`config.mk`:
```
export PLATFORM = sky130hd
export DESIGN_NAME = sd_clk_gen_flat
export DESIGN_NICKNAME = d
export VERILOG_FILES = /design/src/rtl/sd_clk_pkg.sv /design/src/rtl/sd_clk_gen_if.sv /design/src/rtl/sd_div_serial.sv /design/src/rtl/sd_clk_gen.sv /design/src/flat_wrapper.sv
export SDC_FILE = /design/constraint.sdc
export NUM_CORES = 1
export LEC_CHECK = 0
export ABC_AREA = 1
export BUFFER_PORTS_ARGS = -buffer_cell sky130_fd_sc_hd__buf_4
export CAP_MARGIN = 25
export CORE_UTILIZATION = 25
export DETAILED_ROUTE_END_ITERATION = 7
export HOLD_SLACK_MARGIN = 0.15
export SYNTH_ARGS = -nofsm -noshare
export SYNTH_HDL_FRONTEND = slang
export SYNTH_SLANG_ARGS = --single-unit
```
`constraint.sdc`:
```
create_clock -name clk -period 7.7 [get_ports clk]
set_clock_uncertainty 0.1 [all_clocks]
set_input_delay 0.385 -clock clk [delete_from_list [all_inputs] [get_ports clk]]
set_output_delay 0.385 -clock clk [all_outputs]
set_load 0.02 [all_outputs]
```
`src/rtl/sd_clk_pkg.sv`:
```
// sd_clk_pkg: shared types and helpers for the SD clock generator.
// Holds the CSD TRAN_SPEED decode tables, the decode-valid check,
// the ceil-division used to size the identification-mode divisor,
// and the control FSM state type.
package sd_clk_pkg;

    typedef enum logic [1:0] {
        ST_IDLE   = 2'd0,
        ST_DECODE = 2'd1,
        ST_DIV    = 2'd2
    } ctrl_state_e;

    // Width of the divider datapath (numerator and 2*rate).
    localparam int unsigned DIV_W = 32'd33;

    // TRAN_SPEED time-value code (bits 6:3) to multiplier x10.
    function automatic logic [31:0] mult_lookup(input logic [3:0] code);
        case (code)
            4'h1:    return 32'd10;
            4'h2:    return 32'd12;
            4'h3:    return 32'd13;
            4'h4:    return 32'd15;
            4'h5:    return 32'd20;
            4'h6:    return 32'd25;
            4'h7:    return 32'd30;
            4'h8:    return 32'd35;
            4'h9:    return 32'd40;
            4'hA:    return 32'd45;
            4'hB:    return 32'd50;
            4'hC:    return 32'd55;
            4'hD:    return 32'd60;
            4'hE:    return 32'd70;
            4'hF:    return 32'd80;
            default: return 32'd0;
        endcase
    endfunction

    // TRAN_SPEED rate-unit code (bits 2:0) to Hz per multiplier step.
    function automatic logic [31:0] unit_lookup(input logic [2:0] code);
        case (code)
            3'd0:    return 32'd10_000;
            3'd1:    return 32'd100_000;
            3'd2:    return 32'd1_000_000;
            3'd3:    return 32'd10_000_000;
            default: return 32'd0;
        endcase
    endfunction

    // A TRAN_SPEED byte is usable only with bit 7 clear, a non-zero
    // multiplier code and a unit code in the defined range.
    function automatic logic decode_valid(input logic [7:0] ts);
        return (ts[7] == 1'b0) && (ts[6:3] != 4'd0) && (ts[2:0] <= 3'd3);
    endfunction

    // Ceiling division for elaboration-time constants.
    function automatic logic [63:0] ceil_div(input logic [63:0] num, input logic [63:0] den);
        if (den == 64'd0) begin
            return 64'd0;
        end else begin
            return (num + den - 64'd1) / den;
        end
    endfunction

endpackage

```
`src/rtl/sd_clk_gen_if.sv`:
```
// sd_clk_gen_if: control/status bundle between the CSD parser, the clock
// generator and the SD PHY. With SD_CLK_STROBE_EN defined the bundle also
// carries the sd_clk rise/fall strobes.
interface sd_clk_gen_if #(
    parameter int unsigned CNT_W = 32'd16
);
    logic             start;
    logic [7:0]       tran_speed;
    logic             init_mode;
    logic             clk_en;
    logic             busy;
    logic             ok;
    logic             err;
    logic [CNT_W-1:0] count;
    logic             sd_clk;
`ifdef SD_CLK_STROBE_EN
    logic             sd_clk_rise;
    logic             sd_clk_fall;

    modport master (
        output start, tran_speed, init_mode, clk_en,
        input  busy, ok, err, count, sd_clk, sd_clk_rise, sd_clk_fall
    );
    modport slave (
        input  start, tran_speed, init_mode, clk_en,
        output busy, ok, err, count, sd_clk, sd_clk_rise, sd_clk_fall
    );
`else
    modport master (
        output start, tran_speed, init_mode, clk_en,
        input  busy, ok, err, count, sd_clk
    );
    modport slave (
        input  start, tran_speed, init_mode, clk_en,
        output busy, ok, err, count, sd_clk
    );
`endif
endinterface

```
`src/rtl/sd_div_serial.sv`:
```
// sd_div_serial: restoring divider, one quotient bit per clock.
// The first quotient bit is resolved in the load cycle itself, so a
// W-bit division finishes W-1 cycles after start; done pulses for one
// cycle together with the final quotient. dbz flags a zero divisor.
module sd_div_serial #(
    parameter int unsigned W = 32'd33
) (
    input  logic         clk,
    input  logic         reset,
    input  logic         start,
    input  logic [W-1:0] numer,
    input  logic [W-1:0] denom,
    output logic         busy,
    output logic         done,
    output logic [W-1:0] quot,
    output logic         dbz
);
    localparam int unsigned IW = $clog2(W + 32'd1);

    logic [W-1:0]  rem_r;
    logic [W-1:0]  quot_r;
    logic [W-1:0]  den_r;
    logic [IW-1:0] iter_r;
    logic          busy_r;
    logic          done_r;
    logic          dbz_r;

    // One restoring step: shift in the next numerator bit, subtract if it fits.
    function automatic logic [2*W-1:0] div_step(input logic [W-1:0] rem,
                                                 input logic [W-1:0] q,
                                                 input logic [W-1:0] d);
        logic [W:0] trial;
        logic [W:0] diff;
        trial = {rem, q[W-1]};
        diff  = trial - {1'b0, d};
        if (trial >= {1'b0, d}) begin
            return {diff[W-1:0], q[W-2:0], 1'b1};
        end else begin
            return {trial[W-1:0], q[W-2:0], 1'b0};
        end
    endfunction

    // Load, iterate and flag completion of the division.
    always_ff @(posedge clk or posedge reset) begin
        if (reset) begin
            rem_r  <= {W{1'b0}};
            quot_r <= {W{1'b0}};
            den_r  <= {W{1'b0}};
            iter_r <= {IW{1'b0}};
            busy_r <= 1'b0;
            done_r <= 1'b0;
            dbz_r  <= 1'b0;
        end else begin
            done_r <= 1'b0;
            if (start && !busy_r) begin
                {rem_r, quot_r} <= div_step({W{1'b0}}, numer, denom);
                den_r           <= denom;
                dbz_r           <= (denom == {W{1'b0}});
                iter_r          <= IW'(W - 32'd1);
                busy_r          <= 1'b1;
            end else if (busy_r) begin
                {rem_r, quot_r} <= div_step(rem_r, quot_r, den_r);
                iter_r          <= iter_r - IW'(1);
                if (iter_r == IW'(1)) begin
                    busy_r <= 1'b0;
                    done_r <= 1'b1;
                end
            end
        end
    end

    assign busy = busy_r;
    assign done = done_r;
    assign quot = quot_r;
    assign dbz  = dbz_r;

endmodule

```
`src/rtl/sd_clk_gen.sv`:
```
// sd_clk_gen: SD-card clock generator. Turns a CSD TRAN_SPEED byte into a
// half-period count via a serial divider, then divides the reference clock
// to produce sd_clk with glitch-free divisor switching (changes only land on
// a 1->0 edge), an identification-mode rate and a clock enable.
// Optional feature macro: SD_CLK_STROBE_EN adds sd_clk_rise/sd_clk_fall.
module sd_clk_gen
    import sd_clk_pkg::*;
#(
    parameter int unsigned REF_CLK_HZ = 32'd50_000_000,
    parameter int unsigned CNT_W      = 32'd16,
    parameter int unsigned INIT_HZ    = 32'd400_000
) (
    input  logic        clk,
    input  logic        reset,
    sd_clk_gen_if.slave bus
);
    localparam logic [CNT_W-1:0] INIT_N =
        CNT_W'(ceil_div(64'(REF_CLK_HZ), 64'(INIT_HZ) * 64'd2));

    ctrl_state_e      state_r;
    logic [7:0]       ts_r;
    logic             busy_r;
    logic             ok_r;
    logic             err_r;
    logic             dec_err_r;
    logic [CNT_W-1:0] count_r;
    logic [CNT_W-1:0] pending_r;
    logic [CNT_W-1:0] active_r;
    logic [CNT_W-1:0] phase_r;
    logic             sd_clk_r;
    logic             init_sel_r;

    logic [31:0]      rate_s;
    logic [DIV_W-1:0] numer_s;
    logic [DIV_W-1:0] denom_s;
    logic             div_start_s;
    logic             div_busy_s;
    logic             div_done_s;
    logic             div_dbz_s;
    logic [DIV_W-1:0] div_quot_s;
    logic             capture_s;
    logic             res_good_s;
    logic [CNT_W-1:0] pending_next_s;
    logic [CNT_W-1:0] eff_div_s;
    logic             phase_end_s;

    // Decode TRAN_SPEED into 2*rate and the rounded-up numerator.
    always_comb begin
        rate_s = 32'd0;
        if (decode_valid(ts_r)) begin
            rate_s = mult_lookup(ts_r[6:3]) * unit_lookup(ts_r[2:0]);
        end else begin
            rate_s = 32'd0;
        end
        denom_s = {rate_s, 1'b0};
        numer_s = DIV_W'(REF_CLK_HZ) + denom_s - DIV_W'(1);
    end

    // Result qualification, divisor bypass and phase-counter terminal count.
    always_comb begin
        div_start_s    = (state_r == ST_DECODE) && !div_busy_s;
        capture_s      = (state_r == ST_DIV) && div_done_s;
        res_good_s     = !dec_err_r && !div_dbz_s &&
                         ((div_quot_s >> CNT_W) == {DIV_W{1'b0}});
        pending_next_s = (capture_s && res_good_s) ? div_quot_s[CNT_W-1:0] : pending_r;
        eff_div_s      = init_sel_r ? INIT_N : active_r;
        phase_end_s    = (phase_r == (eff_div_s - CNT_W'(1)));
    end

    sd_div_serial #(
        .W(DIV_W)
    ) u_div (
        .clk   (clk),
        .reset (reset),
        .start (div_start_s),
        .numer (numer_s),
        .denom (denom_s),
        .busy  (div_busy_s),
        .done  (div_done_s),
        .quot  (div_quot_s),
        .dbz   (div_dbz_s)
    );

    // Request handshake: accept start when idle, decode, wait for the divider.
    always_ff @(posedge clk or posedge reset) begin
        if (reset) begin
            state_r   <= ST_IDLE;
            ts_r      <= 8'd0;
            busy_r    <= 1'b0;
            ok_r      <= 1'b0;
            err_r     <= 1'b0;
            dec_err_r <= 1'b0;
            count_r   <= {CNT_W{1'b0}};
            pending_r <= INIT_N;
        end else begin
            ok_r  <= 1'b0;
            err_r <= 1'b0;
            case (state_r)
                ST_IDLE: begin
                    if (bus.start) begin
                        ts_r    <= bus.tran_speed;
                        busy_r  <= 1'b1;
                        state_r <= ST_DECODE;
                    end
                end
                ST_DECODE: begin
                    dec_err_r <= !decode_valid(ts_r);
                    if (div_start_s) begin
                        state_r <= ST_DIV;
                    end
                end
                ST_DIV: begin
                    if (capture_s) begin
                        busy_r  <= 1'b0;
                        state_r <= ST_IDLE;
                        if (res_good_s) begin
                            ok_r      <= 1'b1;
                            count_r   <= div_quot_s[CNT_W-1:0];
                            pending_r <= div_quot_s[CNT_W-1:0];
                        end else begin
                            err_r <= 1'b1;
                        end
                    end
                end
                default: begin
                    busy_r  <= 1'b0;
                    state_r <= ST_IDLE;
                end
            endcase
        end
    end

`ifdef SD_CLK_STROBE_EN
    logic sd_clk_rise_r;
    logic sd_clk_fall_r;
    assign bus.sd_clk_rise = sd_clk_rise_r;
    assign bus.sd_clk_fall = sd_clk_fall_r;
`endif

    // sd_clk generation; divisor and init_mode are taken only at a 1->0 edge.
    always_ff @(posedge clk or posedge reset) begin
        if (reset) begin
            phase_r    <= {CNT_W{1'b0}};
            sd_clk_r   <= 1'b0;
            active_r   <= INIT_N;
            init_sel_r <= 1'b1;
`ifdef SD_CLK_STROBE_EN
            sd_clk_rise_r <= 1'b0;
            sd_clk_fall_r <= 1'b0;
`endif
        end else begin
`ifdef SD_CLK_STROBE_EN
            sd_clk_rise_r <= 1'b0;
            sd_clk_fall_r <= 1'b0;
`endif
            if (sd_clk_r) begin
                // A high phase always runs to completion, even with clk_en low.
                if (phase_end_s) begin
                    phase_r    <= {CNT_W{1'b0}};
                    sd_clk_r   <= 1'b0;
                    active_r   <= pending_next_s;
                    init_sel_r <= bus.init_mode;
`ifdef SD_CLK_STROBE_EN
                    sd_clk_fall_r <= 1'b1;
`endif
                end else begin
                    phase_r <= phase_r + CNT_W'(1);
                end
            end else if (!bus.clk_en) begin
                phase_r <= {CNT_W{1'b0}};
            end else if (phase_end_s) begin
                phase_r  <= {CNT_W{1'b0}};
                sd_clk_r <= 1'b1;
`ifdef SD_CLK_STROBE_EN
                sd_clk_rise_r <= 1'b1;
`endif
            end else begin
                phase_r <= phase_r + CNT_W'(1);
            end
        end
    end

    assign bus.busy   = busy_r;
    assign bus.ok     = ok_r;
    assign bus.err    = err_r;
    assign bus.count  = count_r;
    assign bus.sd_clk = sd_clk_r;

endmodule

```
`src/flat_wrapper.sv`:
```
// flat-port wrapper written by rule: the top's interface ports become plain ports
module sd_clk_gen_flat import sd_clk_pkg::*;
#(
    parameter int unsigned REF_CLK_HZ = 32'd50_000_000,
    parameter int unsigned CNT_W      = 32'd16,
    parameter int unsigned INIT_HZ    = 32'd400_000
)
  (clk, reset, bus_start, bus_tran_speed, bus_init_mode, bus_clk_en, bus_busy, bus_ok, bus_err, bus_count, bus_sd_clk);
  sd_clk_gen_if #(.CNT_W(CNT_W)) bus_i ();
  input  logic clk;
  input  logic reset;
  input wire logic [$bits(bus_i.start)-1:0] bus_start;
  input wire logic [$bits(bus_i.tran_speed)-1:0] bus_tran_speed;
  input wire logic [$bits(bus_i.init_mode)-1:0] bus_init_mode;
  input wire logic [$bits(bus_i.clk_en)-1:0] bus_clk_en;
  output wire logic [$bits(bus_i.busy)-1:0] bus_busy;
  output wire logic [$bits(bus_i.ok)-1:0] bus_ok;
  output wire logic [$bits(bus_i.err)-1:0] bus_err;
  output wire logic [$bits(bus_i.count)-1:0] bus_count;
  output wire logic [$bits(bus_i.sd_clk)-1:0] bus_sd_clk;
  assign bus_i.start = bus_start;
  assign bus_i.tran_speed = bus_tran_speed;
  assign bus_i.init_mode = bus_init_mode;
  assign bus_i.clk_en = bus_clk_en;
  assign bus_busy = bus_i.busy;
  assign bus_ok = bus_i.ok;
  assign bus_err = bus_i.err;
  assign bus_count = bus_i.count;
  assign bus_sd_clk = bus_i.sd_clk;
  sd_clk_gen #(.REF_CLK_HZ(REF_CLK_HZ), .CNT_W(CNT_W), .INIT_HZ(INIT_HZ)) u_core (.clk(clk), .reset(reset), .bus(bus_i));
endmodule
```
# Word-level counts from Yosys, hierarchy flattened
# Memory sizes are Yosys's and may differ from the RTL's.
# Index checks and enable logic that the tools add are counted.
# word_totals
reg_bits,187
latchBits,0
mem_bits_rw,0
romBits,112
in_bits,13
output_inout_bits,20
n_memories,1
# memory_table
name,words,width,rd,rd_ports_with_merged_regs,write_ports,line_no,text
(no name shown),16,7,1,0,0,sd_clk_pkg.sv:18,case (code)
# classes
add_sub_neg,7
multipliers,1
div_mod_pow,0
n_lt_le_gt_ge,3
n_eq_ne,10
shifts,0
n_mux,40
bitwise_logic,2
n_reduce_logical,23
# op_table
cell,count
33-bit 2-to-1 mux,4
66-bit 2-to-1 mux,2
32-bit 2-to-1 mux,3
24-bit case mux with 4 select lines,1
16-bit 2-to-1 mux,5
33-bit logical NOT,2
34-bit by 33-bit >= comparator with 1-bit output,1
"26-bit by 33-bit adder with 33-bit output, first input constant",1
1-bit by 33-bit >= comparator with 1-bit output,1
1-bit by 33-bit subtractor with 33-bit output,1
"33-bit by 1-bit subtractor with 33-bit output, second input constant",1
33-bit subtractor,1
32-bit by 32-bit multiplier with 32-bit output,1
1-bit 2-to-1 mux,18
"16-bit by 1-bit adder with 16-bit output, second input constant",1
16-bit equality test,1
"16-bit by 1-bit subtractor with 16-bit output, second input constant",1
6-bit 2-to-1 mux,2
3-bit AND reduction,3
1-bit logical AND,8
"3-bit by 2-bit equality test with 1-bit output, second input constant",2
"6-bit by 1-bit equality test with 1-bit output, second input constant",1
2-bit 2-to-1 mux,3
2-bit case mux with 3 select lines,1
other kinds (15),21

# Logic depth before layout (Yosys ltp)
# Gate-level depths: netlist (run 1).
# depth
word_depth,11
mapped_depth,42

# By module
# From an unflattened synthesis (run 1), not the netlist that was laid out.
# hier_totals
cells_unflattened,2515
area_unflattened_um2,17695.7
# modules_own_cells
mod,instances,cells_each,area_each_um2,seq_area_each_um2
sd_clk_gen,1,1350,9970.8,1767.9
sd_div_serial,1,1165,7724.9,2702.6

# Worst setup path after synthesis (run 1)
# No wires, ideal clock.
# synth_path
path_type,reg2reg
from,register u_core.ts_r[3]
to,register u_core.u_div.rem_r[7]
setup_time_ps,77
arrival_ps,7091
required_time_ps,7523
path_slack_ps,432
stages_incl_launch_ff,36
n_path_buf,1
synth_period_minus_slack_ps,7268
path_cell_list,dfrtp_1 > inv_1 > ha_1 > a21oi_1 > a221oi_1 > nor2_1 > nor2_1 > fa_1 > inv_1 > ha_1 > fa_1 > ha_1 > fa_1 > inv_1 > fa_1 > inv_1 > fa_1 > ha_1 > ha_1 > nand2_1 > nor2_1 > inv_1 > nor2_1 > nand2_1 > nand2_1 > nand2_1 > nand3_1 > nand2_2 > inv_1 > nand3_2 > nor2_4 > nand3_2 > nand2_4 > nand3_4 > buf_6 > a21oi_1
# synth_via
elab_chain_len,9
elab_cells_between_ends,13
cone_classes,add/sub (3); mul (1); order compare (1); mux (4); reduce/logical (3); memory (1)
# synth_lines
element,line_no,text
start: declaration,sd_clk_gen.sv:21,logic [7:0] ts_r;
start signal: assignment,sd_clk_gen.sv:101,ts_r <= bus.tran_speed;
memory 16 x 7 bit or 4-bit nonzero test (tied branches),-,
32-bit 2-to-1 mux or 1-bit logical AND (tied branches),"sd_clk_gen.sv:50, sd_clk_pkg.sv:52",
32-bit by 32-bit multiplier with 32-bit output or 1-bit logical AND (tied branches),"sd_clk_gen.sv:51, sd_clk_pkg.sv:52",
32-bit 2-to-1 mux (*),sd_clk_gen.sv:50,if (decode_valid(ts_r)) begin
26-bit by 33-bit adder with 33-bit output,sd_clk_gen.sv:56,numer_s = DIV_W'(REF_CLK_HZ) + denom_s - DIV_W'(1);
33-bit by 1-bit subtractor with 33-bit output,sd_clk_gen.sv:56,
1-bit by 33-bit subtractor with 33-bit output or 1-bit by 33-bit >= comparator with 1-bit output (tied branches),"sd_div_serial.sv:35, sd_div_serial.sv:36",
66-bit 2-to-1 mux (*),sd_div_serial.sv:36,"if (trial >= {1'b0, d}) begin"
33-bit 2-to-1 mux (*),sd_div_serial.sv:55,if (start && !busy_r) begin
end signal: assignment,sd_div_serial.sv:46,rem_r <= {W{1'b0}};
end signal: assignment,sd_div_serial.sv:56,"{rem_r, quot_r} <= div_step({W{1'b0}}, numer, denom);"
end signal: assignment,sd_div_serial.sv:62,"{rem_r, quot_r} <= div_step(rem_r, quot_r, den_r);"
end: declaration,sd_div_serial.sv:20,logic [W-1:0] rem_r;
# Mark *: on every way between the ends. The rest lies on a longest branch, timed or not. The select of a mux whose other input is x is not followed.
# A chain may end at the register's enable or synchronous reset.

# Worst setup path after layout (run 1)
# layout_path
from,register u_core.ts_r[6]
to,register u_core.u_div.rem_r[32]
# The elaborated chain is that of the path after synthesis.

==> results.rst, run 1 <==
.. list-table::
   :header-rows: 1

   * - Metric
     - Value
   * - Clock tree from TritonCTS
     - built
   * - Setup crit start kind
     - flop
   * - Number of nets in the layout
     - 2,648
   * - Cell depth of the worst setup path
     - 31
   * - Crit path buffers/inverters
     - 7
   * - Area growth from synthesis to final layout
     - 14.27%
   * - Number of nets still failing antenna checks after routing
     - 0
   * - Post-detail-place hpwl
     - 34.89 mm
   * - Rows
     - 94
   * - End of the worst register-to-register path
     - u_core.u_div.rem_r[32]
   * - Clock latency reported for the late side of the worst-skew pair
     - 0.45 ns
   * - Remaining global-route overflow
     - 0
   * - Period utilisation layout
     - 0.9434
   * - Share of Yosys cell area claimed by the top area cell type
     - 0.2380
   * - Kind of capture point of the worst setup path
     - flop
   * - Utilization after layout
     - 0.2903
   * - Layout cell share with drive strength beyond 1
     - 0.1026
   * - Clock net sink count
     - 173
   * - Number of antenna cells inserted
     - 0
   * - Share of flip-flops with an asynchronous set or reset after synthesis
     - 1.000
   * - Top-Level Pins
     - 33
   * - Period minus WS final
     - 7.264 ns
   * - Number of levels the H-tree was split into
     - 4
   * - Required time of the critical path
     - 7.96 ns
   * - Post-Syn Instances
     - 2,295
   * - Cell accounting for the most synthesized area
     - dfrtp_1
   * - Area used by multi-input combinational logic
     - 10,860 um2
   * - Pin count of the biggest net entering global routing
     - 100
   * - Worst flop-to-flop path startpoint
     - u_core.ts_r[6]
   * - First DRT Iteration DRCs
     - 1,105
   * - Clk pin slew, worst setup/hold paths
     - 0.09 ns
   * - Number of global-route vias before repair
     - 13,930
   * - Most frequently used flop master after synthesis
     - dfrtp_1
   * - Maxcap violations
     - 0
   * - HP Class
     - primary input to flop
   * - Height of the chip
     - 261.4 um
   * - Worst hold slack
     - 0.2036 ns
   * - Vias per Instance
     - 4.506
   * - Initial antenna violation count
     - 0
   * - Worst-path maximum fanout
     - 8
   * - Max-Slew Margin vs Limit
     - 0.3088
   * - Final hold viol count
     - 0
   * - # setup viols final
     - 0
   * - Post-route cell area
     - 19,220 um2
   * - Top cell family by delay on the critical path
     - adder cells
   * - Worst setup path start
     - u_core.ts_r[6]
   * - Via total after detailed routing
     - 14,610
   * - Die Outline Area
     - 68,330 um2
   * - Distinct cells, synth
     - 52
   * - FF/Latch Area
     - 4348 um2
   * - Min setup slack post-route
     - 0.4360 ns
   * - Number of port buffers
     - 32
   * - Count of final max-slew check failures
     - 0
   * - Critical path's largest stage delay
     - 0.58 ns
   * - R2R cell count
     - 31
   * - Leading post-synthesis cells by cell area
     - dfrtp_1 (24%), ha_1 (15%), nand2_1 (12%)
   * - Effective utilization at floorplan
     - 0.2541
   * - Area of the core region
     - 66,220 um2
   * - Count of state elements after synthesis
     - 173
   * - First-pass GRT wire length
     - 71.85 mm
   * - Result of the run
     - complete, no violations
   * - Reg2Reg Setup Slack
     - 0.44 ns
   * - Startpoint-to-endpoint class of the critical path
     - flop to flop
   * - Synthesis Warnings
     - 0
   * - Worst setup endpoint
     - u_core.u_div.rem_r[32]
   * - Arrival time at the worst endpoint
     - 7.53 ns
   * - Die X-Extent
     - 261.4 um
   * - Worst Tran Pin Value
     - 1.036 ns
   * - Placed inst area
     - 18,280 um2
   * - Post-Synthesis Mean Instance Area
     - 7.330 um2
   * - Netlist area before placement
     - 16,820 um2
   * - Drc violations
     - 0
   * - Length of the first detailed-routing pass in iterations
     - 5
   * - Number of flops mapped to enable cells by yosys
     - 0
   * - Post-synthesis net count
     - 2,578
   * - Sequential share of the synthesized area
     - 0.2583
   * - Post-detailed-routing wire length
     - 44.11 mm
   * - Count of fill cells added during filler insertion
     - 7,189
   * - Max clock buf depth
     - 2
   * - Number of buffers inserted during clock tree synthesis
     - 17
   * - Root buf cell
     - clkbuf_16
   * - Critical path's slowest cell
     - fa_1
   * - Peak clock frequency supported by timing
     - 137.7 MHz
   * - Post-Place Worst Slack
     - 0.1574 ns
   * - RD Place Congestion
     - 0.9066
   * - Post-DR wirelength/cell
     - 13.61 um
   * - Most common cell in the netlist
     - nand2_1
   * - Synth top cells by count
     - nand2_1 (549), inv_1 (366), nor2_1 (229)
   * - Global routing usage summed across all routing layers
     - 0.1293
stage by stage:
step,instances,setup TNS [ns]
after floorplan,2295,0
after global placement,3192,0
after detailed placement,3192,0
after CTS,3235,0
after global routing,3242,-0.007399
final,3242,0
worst reg2reg max path, delay by kind of cell (launching register included):
| family | cells | cell delay, ns |
|---|---|---|
| and+or+nand+nor | 13 | 1.57 |
| buffers and inverters | 7 | 0.75 |
| adders and majority gates | 9 | 3.83 |
| DFF | 1 | 0.54 |
| AOI/OAI and AO/OA | 2 | 0.38 |
state kept, by name (all words and copies together) (netlist names), 2 cells and up:
name / flops
u_core.u_div.quot: 33
u_core.u_div.rem_r: 33
u_core.u_div.den_r: 28
u_core.active_r: 16
u_core.pending_r: 16
u_core.phase_r: 16
u_core.ts_r: 8
u_core.bus.count: 6
u_core.u_div.iter_r: 6
u_core.state_r: 2
layer usage:
metal	track usage	share of wire
met5	0	0
met4	0.03601	0.016
met3	0.01142	0.033
met2	0.2051	0.46
met1	0.1863	0.49
layout make-up:
class / instances / area share
clock buffers: 17 / 0.02213
well taps: 864 / 0.05624
flip-flops and latches: 173 / 0.2262
clock inverters: 15 / 0.008918
inverters: 377 / 0.07427
repair buffers: 114 / 0.04719
multi-input cells: 1682 / 0.5651
worst min path at each step:
stage               depth (start not counted)              startpoint                  end
finish                                      4               bus_start      u_core.bus.busy
global route                                4               bus_start      u_core.bus.busy
CTS                                         4               bus_start      u_core.bus.busy
detailed placement                          2      u_core.active_r[5]   u_core.active_r[5]
global placement                            2     u_core.active_r[11]  u_core.active_r[11]
floorplan                                   1  u_core.u_div.iter_r[5]    u_core.u_div.done
kinds of logic after synthesis:
logic type | synth area share
simple gates | 0.2646
flops | 0.2583
xor+xnor | 0.03518
fa+ha+maj | 0.2329
compound gates | 0.1023
mux | 0.0006693
buf+inv | 0.1060
layout by cell type, fill, tap and decap left out, types with 3 or more instances in the layout:
master,n
nand3_4,3
a21oi_1,111
nor2_4,7
nor2_1,215
inv_6,5
o21a_1,4
buf_4,101
dfrtp_1,158
o21ai_0,121
clkinv_8,5
nor4_1,9
inv_1,362
nand4_1,24
nand3_1,137
ha_1,193
nand2_1,544
clkbuf_16,17
o221ai_1,12
nand2_4,4
nand2_2,11
xnor2_1,21
a31oi_1,4
o21bai_1,8
o22ai_1,10
nand3b_1,12
nor3_1,37
nand3_2,13
xor2_1,44
dfstp_2,13
nor2_2,19
a21o_1,5
inv_4,3
a21oi_2,11
fa_1,72
ha_4,3
o211ai_1,9
inv_2,9
dlygate4sd3_1,11
timing repair:
item / CTS / global route
hold buffers: 11 / 0
buffers inserted: 0 / 4
resized for setup: 0 / 40
setup endpoints to repair: 0 / 43
hold endpoints to repair: 95 / 0
Power of run 1 is not shown: default switching activity piles up to over one toggle a cycle in this logic, so the estimate is an artifact.
==> run 2, diff against run 1 <==
--- a/config.mk
+++ b/config.mk
@@ -8,9 +8,10 @@
 export ABC_AREA = 1
 export BUFFER_PORTS_ARGS = -buffer_cell sky130_fd_sc_hd__buf_4
 export CAP_MARGIN = 25
-export CORE_UTILIZATION = 25
+export CORE_UTILIZATION = 55
 export DETAILED_ROUTE_END_ITERATION = 7
 export HOLD_SLACK_MARGIN = 0.15
+export PLACE_DENSITY = 0.76
 export SYNTH_ARGS = -nofsm -noshare
 export SYNTH_HDL_FRONTEND = slang
 export SYNTH_SLANG_ARGS = --single-unit
==> constraint.sdc (replaced) <==
create_clock -name clk -period 6.9 [get_ports clk]
set_clock_uncertainty 0.1 [all_clocks]
set_input_delay 0.345 -clock clk [delete_from_list [all_inputs] [get_ports clk]]
set_output_delay 0.345 -clock clk [all_outputs]
set_load 0.02 [all_outputs]
==> run 2 against run 1 <==
The flow now finishes with violations (setup timing). Non-clock buffer count increased by 144. Global-route usage grew 17 points. Via count rose by 9.2%. Utilization up 42 points. Sequential share of layout area fell by 2.1 points. First-iteration DRC count rose by 8.5%. Critical path type unchanged.
==> results.rst, run 2 (synthesis results as in run 1) <==
.. list-table::
   :header-rows: 1

   * - Metric
     - Value
   * - Period minus WS final
     - 6.905 ns (-0.3592 ns)
   * - Period utilisation layout
     - 1.001 (+0.05732)
   * - Count of final max-slew check failures
     - 0 (unchanged)
   * - Number of nets still failing antenna checks after routing
     - 0 (unchanged)
   * - Height of the chip
     - 176.9 um (-32%)
   * - Placed cells
     - 2,847 (-11%)
   * - Most frequent standard cell in the layout excluding fill and tap cells
     - nand2_1
   * - Required time of the critical path
     - 7.16 ns (-0.80 ns)
   * - HP Class
     - primary input to flop
   * - Number of levels the H-tree was split into
     - 4 (unchanged)
   * - Initial antenna violation count
     - 0 (unchanged)
   * - Drc violations
     - 0 (unchanged)
   * - Result of the run
     - finished, violations left
   * - Maxcap violations
     - 0 (unchanged)
   * - Worst Tran Pin Value
     - 1.035 ns (-0.001017 ns)
   * - Clk pin slew, worst setup/hold paths
     - 0.08 ns (about the same)
   * - Length of the first detailed-routing pass in iterations
     - 5 (unchanged)
   * - Post-detailed-routing wire length
     - 48.47 mm (+9.9%)
   * - Effective utilization at floorplan
     - 0.5631 (+0.3090)
   * - Critical path's slowest cell
     - fa_1
   * - Crit path buffers/inverters
     - 6 (-1)
   * - Area growth from synthesis to final layout
     - 25.97%
   * - RD Place Congestion
     - 0.9114 (+0.53%)
   * - Failing checks
     - setup timing
   * - Worst-path maximum fanout
     - 6 (-2)
   * - Global routing usage summed across all routing layers
     - 0.2984 (+0.1691)
   * - Final hold viol count
     - 0 (unchanged)
   * - Top cell family by delay on the critical path
     - adder cells
   * - Setup crit start kind
     - flop
   * - Max clock buf depth
     - 2 (unchanged)
   * - Area of the core region
     - 29,870 um2 (-55%)
   * - Kind of capture point of the worst setup path
     - flop
   * - Startpoint-to-endpoint class of the critical path
     - flop to flop
   * - Number of global-route vias before repair
     - 15,420 (+11%)
   * - First DRT Iteration DRCs
     - 1,199 (+8.5%)
   * - Root buf cell
     - clkbuf_16
   * - Setup tns final
     - -0.009543 ns (-0.009543 ns)
   * - Min setup slack post-route
     - -0.004827 ns (-0.4408 ns)
   * - Critical path's largest stage delay
     - 0.54 ns (-0.04 ns)
   * - Number of buffers inserted during clock tree synthesis
     - 17 (unchanged)
   * - Max-Slew Margin vs Limit
     - 0.3095 (+0.0006790)
   * - Clock tree from TritonCTS
     - built
   * - Post-detail-place hpwl
     - 35.30 mm (+1.2%)
   * - Clock net sink count
     - 173 (unchanged)
   * - Vias per Instance
     - 5.479 (+22%)
   * - Number of port buffers
     - 32 (unchanged)
   * - Rows
     - 63 (-33%)
   * - Number of nets in the layout
     - 2,792 (+5.4%)
   * - Peak clock frequency supported by timing
     - 144.8 MHz (+5.2%)
   * - Clock latency reported for the late side of the worst-skew pair
     - 0.44 ns (about the same)
   * - Layout cell share with drive strength beyond 1
     - 0.2502 (+0.1476)
   * - Remaining global-route overflow
     - 0 (unchanged)
   * - Reg2Reg Setup Slack
     - -0.005 ns (-0.44 ns)
   * - Die Outline Area
     - 31,290 um2 (-54%)
   * - Arrival time at the worst endpoint
     - 7.16 ns (-0.37 ns)
   * - Post-DR wirelength/cell
     - 16.64 um (+22%)
   * - Pin count of the biggest net entering global routing
     - 98 (-2.0%)
   * - Die X-Extent
     - 176.9 um (-32%)
   * - Top library cells by usage in the layout, fill and taps aside
     - nand2_1 (482), inv_1 (334), buf_4 (232)
   * - Unrepaired setup endpoints after global routing
     - true
   * - Non-filler instance count after layout
     - 2,912 (-10%)
   * - # setup viols final
     - 2 (+2)
   * - Number of antenna cells inserted
     - 0 (unchanged)
   * - Top-Level Pins
     - 33 (unchanged)
   * - Via total after detailed routing
     - 15,950 (+9.2%)
   * - Cell type with the highest occurrence count on the critical path
     - fa_1
   * - First-pass GRT wire length
     - 74.89 mm (+4.2%)
==> run 2: changes by cell type in the layout (fill, tap and decap cells not counted), sizes merged <==
cell,change
buf,+145
bufinv,+3
clkbuf,+1
clkdlybuf4s15,-1
clkinv,-5
clkinvlp,-1
inv,+2
==> run 2: layout make-up <==
| class | count | area, um2 |
|---|---|---|
| fillers | 2253 | 8683 |
| clock inverters | 14 | 193.9 |
| flip-flops and latches | 173 | 4348 |
| repair buffers | 258 | 2046 |
| well taps | 390 | 488.0 |
| multi-input cells | 1682 | 12250 |
| inverters | 377 | 1429 |
| clock buffers | 18 | 439.2 |
==> run 2: path summary, 6_finish.rpt <==
path	startpoint	endpoint	depth (start not counted)
worst max-delay path	u_core.ts_r[4]	u_core.u_div.rem_r[19]	35
worst min-delay path	bus_start	u_core.bus.busy	4
worst max register to register	u_core.ts_r[4]	u_core.u_div.rem_r[19]	35
worst min register to register	u_core.bus.count[1]	u_core.bus.count[1]	2
max in group asynchronous	reset	u_core.u_div.rem_r[8]	5
min in group asynchronous	reset	u_core.bus.err	3
==> run 2: timing repair <==
action	4_1_cts	5_1_grt
gates resized for setup	88	251
endpoints found under the setup margin	47	53
setup buffers	9	11
pin swaps	47	121
hold endpoints to repair	93	0
hold buffers	11	0
gates cloned	1	0
==> run 2: through the flow <==
step / setup WS, ns / hold slack (ns) / utilization / cell area (um2)
finish: -0.004827 / 0.2103 / 0.7093 / 21190
global route: -0.2908 / 0.2569 / 0.7093 / 21190
CTS: 0.0008469 / 0.1966 / 0.6697 / 20010
detailed placement: -0.3493 / 0.3606 / 0.6269 / 18730
global placement: -0.1899 / 0.3583 / 0.6269 / 18730
floorplan: 0.0007541 / 0.3415 / - / 16890
==> run 2: worst register-to-register path, delay by kind of cell, from the launching register on <==
kind            cells  cell delay (ns)
compound gates      3             0.63
fa+ha+maj          10             3.65
buf+inv             6             0.44
flops               1             0.41
simple gates       16             1.60
==> run 2: per-layer routing <==
metal / track usage / up-vias / part of all wire
met5: 0 / - / 0
met2: 0.5087 / 424 / 0.50
li1: - / 7792 / -
met4: 0.09555 / 0 / 0.027
met3: 0.02642 / 105 / 0.043
met1: 0.3993 / 7633 / 0.43
Power of run 2 is left out for the same reason.
